### src/rtl/register_file_2r1w.sv
// Two-read, one-write register bank with registered read ports and
// write-through bypass so a same-cycle write is visible to the read.
module register_file_2r1w #(
    parameter int DATA_W   = 8,
    parameter int ADDR_W   = 3,
    parameter int ZERO_REG = 1
) (
    input  logic              clk,
    input  logic              rst,
    input  logic              we,
    input  logic [ADDR_W-1:0] waddr,
    input  logic [DATA_W-1:0] wdata,
    input  logic              re_a,
    input  logic [ADDR_W-1:0] raddr_a,
    output logic [DATA_W-1:0] rdata_a,
    output logic              rvalid_a,
    input  logic              re_b,
    input  logic [ADDR_W-1:0] raddr_b,
    output logic [DATA_W-1:0] rdata_b,
    output logic              rvalid_b
);

    localparam int DEPTH = 1 << ADDR_W;

    logic [DATA_W-1:0] mem_q [DEPTH];
    logic [DATA_W-1:0] mem_d [DEPTH];
    logic [DATA_W-1:0] rdata_a_q, rdata_a_d;
    logic [DATA_W-1:0] rdata_b_q, rdata_b_d;
    logic              rvalid_a_q, rvalid_a_d;
    logic              rvalid_b_q, rvalid_b_d;
    logic [DATA_W-1:0] rd_a, rd_b;
    logic              wr_en;

    // Entry 0 is hardwired to zero when ZERO_REG is set.
    assign wr_en = we && !((ZERO_REG != 0) && (waddr == '0));

    always_comb begin
        rd_a = mem_q[raddr_a];
        if (we && (waddr == raddr_a)) begin
            rd_a = wdata;
        end
        if ((ZERO_REG != 0) && (raddr_a == '0)) begin
            rd_a = '0;
        end
        rd_b = mem_q[raddr_b];
        if (we && (waddr == raddr_b)) begin
            rd_b = wdata;
        end
        if ((ZERO_REG != 0) && (raddr_b == '0)) begin
            rd_b = '0;
        end
    end

    always_comb begin
        mem_d = mem_q;
        if (rst) begin
            for (int i = 0; i < DEPTH; i++) begin
                mem_d[i] = '0;
            end
        end else if (wr_en) begin
            mem_d[waddr] = wdata;
        end
    end

    always_comb begin
        rdata_a_d  = rdata_a_q;
        rdata_b_d  = rdata_b_q;
        rvalid_a_d = 1'b0;
        rvalid_b_d = 1'b0;
        if (rst) begin
            rdata_a_d = '0;
            rdata_b_d = '0;
        end else begin
            if (re_a) begin
                rdata_a_d  = rd_a;
                rvalid_a_d = 1'b1;
            end
            if (re_b) begin
                rdata_b_d  = rd_b;
                rvalid_b_d = 1'b1;
            end
        end
    end

    always_ff @(posedge clk) begin
        mem_q      <= mem_d;
        rdata_a_q  <= rdata_a_d;
        rdata_b_q  <= rdata_b_d;
        rvalid_a_q <= rvalid_a_d;
        rvalid_b_q <= rvalid_b_d;
    end

    assign rdata_a  = rdata_a_q;
    assign rdata_b  = rdata_b_q;
    assign rvalid_a = rvalid_a_q;
    assign rvalid_b = rvalid_b_q;

endmodule

### config.mk
export PLATFORM = sky130hd
export DESIGN_NAME = register_file_2r1w
export DESIGN_NICKNAME = d
export VERILOG_FILES = /design/src/rtl/register_file_2r1w.sv
export SDC_FILE = /design/constraint.sdc
export NUM_CORES = 1
export LEC_CHECK = 0
export ABC_AREA = 1
export CAP_MARGIN = 20
export CORE_MARGIN = 2
export CORE_UTILIZATION = 45
export DETAILED_ROUTE_END_ITERATION = 7
export HOLD_SLACK_MARGIN = 0.03
export PLACE_DENSITY = 0.62
export SLEW_MARGIN = 10
export SYNTH_ARGS = -nofsm -noshare
export SYNTH_HDL_FRONTEND = slang
export SYNTH_SLANG_ARGS = --single-unit
### constraint.sdc
create_clock -name clk -period 1.6 [get_ports clk]
set_input_delay 0.32 -clock clk [delete_from_list [all_inputs] [get_ports clk]]
set_output_delay 0.32 -clock clk [all_outputs]
set_load 0.005 [all_outputs]
==> impl_metrics.toml <==
[detailed_routing]
drt-initial-drc-count = 257
wl_per_cell_um = 15.8
drt_wl_total_mm = 13.4
drc = 0
firstDrtPassIters = 6
ant_nets = 0
viasPerCell = 5.38
vias = 4558

[place]
place_congestion = 1.01
portBuffers = 39
dp_hpwl_mm = 9.87

[grt]
grt_first_pass_wirelength_mm = 21.9
track_usage_pct = 27.2
globalRouteOverflowTotal = 0
grt_pass1_vias = 4231
antenna_found_initial = 0
grt_max_degree = 83

[cells_and_area]
nFillCells = 938
layout-drive-gt1-share_pct = 14.0
layout.area.seq_um2 = 1640
area_growth_pct = 25.6
fin_nets = 736
n_antenna_cell = 0
multi_input_area_um2 = 2350

[worst_hold_path]
hold_path.class = "in2reg"

[sta]
period_minus_slack_ps = 1530
rsz0062_at_grt = "yes"
fin_tns_setup_ps = 0
slew_headroom_pct = 74.4
setup_viol = 0
worst_slew_pin_slew_ps = 384
fin_hold_ws_ps = 430
max_freq_mhz = 655
drv_slew = 0
finalHoldViolations = 0
clock_skew_ps = 15.5
finalCritPeriodShare_pct = 95.4

[setup_path]
cpLargestDelayFamily = "buffers and inverters"
criticalPathCategory = "reg2out"
cp_num_buf_inv = 1
cp_slowest_stage_delay_ps = 500
cp.required_ps = 1280
crit_path_end_kind = "primary output"
cp_cell_sequence = "clkdlybuf4s50_1"
critPathMaxFanout = 2
worst_setup_path_start_kind = "register"
arrival_ps = 1210
crit_slowest_cell = "clkdlybuf4s50_1"

[die]
rows = 35
core-area_um2 = 9330
die-width_um = 103
ioPinCount = 40
die_y_um = 103
dieArea_um2 = 10500
initial_utilization_pct = 46.8

[logic_synthesis]
synth_top_family_by_area = "simple AND/OR/NAND/NOR gates"
synth-adder-area-share_pct = 0
yosys.area_share.simple_pct = 41.0
synthTopCellsByArea = "dfxtp_1 (38%), nand2_1 (17%), nand3_1 (15%)"
syn_nets = 667
synth_mux_area_share_pct = 0
syn_area_per_cell_um2 = 6.77
yosys.area.top_type = "dfxtp_1"
synth_xor_area_share_pct = 0
seq_area_frac_synth_pct = 37.6
yosysWarnings = 0
synth-compound-area-share_pct = 12.4
yosysUniqueCellTypes = 20
yosysTopAreaCellShare_pct = 37.6
synthCells = 645
netlist_area_um2 = 4370
ys_ff_latch = 82

[clock_tree]
clk-insertion-delay-late_ps = 360
cts_root_buf = "clkbuf_8"
clock_path_buffers = 2
cts_resized = 0
cts_tree = "done"
postCtsSetupBuffers = 0
cts_max_level = 3
cts_buffers = 9
postCtsHoldBufs = 0
numClockSinks = 82
path_clk_slew_ps = 90

[power_and_ir_drop]
p_sw_share_pct = 29.2
p_leak_nw = 2.16
intPower_mw = 3.20
ir_drop_v = 0.000595
power.density_nw_per_um2 = 824
seqPwrFrac_pct = 47.9
clkPwrFrac_pct = 33.2
comb_power_share_pct = 18.9
p_switching_mw = 1.32

[run_status]
status = "completed"

[run]
cap_violations = 0
cell families (layout without fill, tap and decap cells):
family / count (synthesis) / after routing
AND/OR/NAND/NOR: 406 / 408
AO/OA/AOI/OAI: 74 / 74
buffers and inverters: 83 / 155
flip-flops: 82 / 82
flip-flops by register name, indices dropped and copies added (netlist names):
| register | cells |
|---|---|
| rdata_b | 8 |
| rvalid_a | 1 |
| rdata_a | 8 |
| mem_q | 64 |
| rvalid_b | 1 |
path summary, 6_finish.rpt:
path	from	endpoint	slack (ps)	cells after the start
max	rdata_a[7]$_SDFFE_PP0P_	rdata_a[7]	70	1
min	rst	rvalid_b$_SDFF_PP0_	430	3
max reg2reg	mem_q[22]$_SDFFE_PP0P_	rdata_b[6]$_SDFFE_PP0P_	510	6
min reg2reg	mem_q[61]$_SDFFE_PP0P_	mem_q[61]$_SDFFE_PP0P_	440	2
final cells by class:
| class | count | share of cell area, % |
|---|---|---|
| Clock buffer | 10 | 2.33 |
| Clock inverter | 6 | 1.23 |
| Inverter | 45 | 3.08 |
| Multi-Input combinational cell | 482 | 42.8 |
| Sequential cell | 82 | 30.0 |
| Tap cell | 129 | 2.94 |
| Timing Repair Buffer | 94 | 17.7 |
synthesized netlist by cell type:
cell type  instances
nand2_4            2
a21oi_2            2
a21oi_1           14
inv_1             26
a31oi_4            1
nor3_4             1
dfxtp_1           82
a211oi_1          56
nand2_2            1
nand3_1          128
a31oi_2            1
clkbuf_1          17
inv_2              8
nor2_1            70
clkinv_1          11
nor2_4            10
nand2_1          194
buf_4              5
buf_2              9
buf_6              7
power by group through the flow:
stage                     clock network [mW]  logic, mW  registers, mW
after floorplan                            0      0.471           2.20
after CTS                               1.51      0.841           2.17
after global placement                     0      0.827           2.21
final                                   1.50      0.855           2.17
after detailed placement                   0      0.837           2.21
after global routing                    1.60      0.939           2.18
placed cells by master, fill, tap and decap left out:
cell type / n
nor2_1: 70
nand2_1: 193
buf_12: 13
buf_2: 1
dfxtp_2: 1
inv_1: 26
nor2_2: 2
clkinv_2: 1
inv_2: 8
nand3_1: 128
a31oi_4: 1
clkdlybuf4s50_1: 35
nor3_4: 1
clkinv_4: 2
dfxtp_1: 81
clkinv_1: 11
dlymetal6s2s_1: 3
nand2_2: 2
a31oi_2: 1
buf_4: 42
clkbuf_8: 9
a21oi_1: 14
clkinvlp_4: 2
nand2_4: 2
clkbuf_1: 1
a211oi_1: 56
nor2_4: 10
bufinv_16: 1
a21oi_2: 2
metrics by stage:
step | area [um^2] | util (%) | std cells | setup slack, ps | power [mW]
2_1_floorplan | 4370 | - | 645 | 347 | 2.67
3_3_place_gp | 5260 | 56.4 | 830 | -242 | 3.04
3_5_place_dp | 5260 | 56.4 | 830 | -274 | 3.05
4_1_cts | 5460 | 58.5 | 846 | 29.7 | 4.52
5_1_grt | 5480 | 58.8 | 848 | -2.56 | 4.71
6_report | 5480 | 58.8 | 848 | 74.3 | 4.52
routing by layer:
metal	share of wire, %	track usage (%)	vias to the layer above
met5	0	0	-
met4	1.8	6.87	0
li1	-	-	2287
met3	6.1	6.10	21
met1	45	35.8	2080
met2	47	45.5	170
Note: power is estimated with default switching activity, not from simulation.
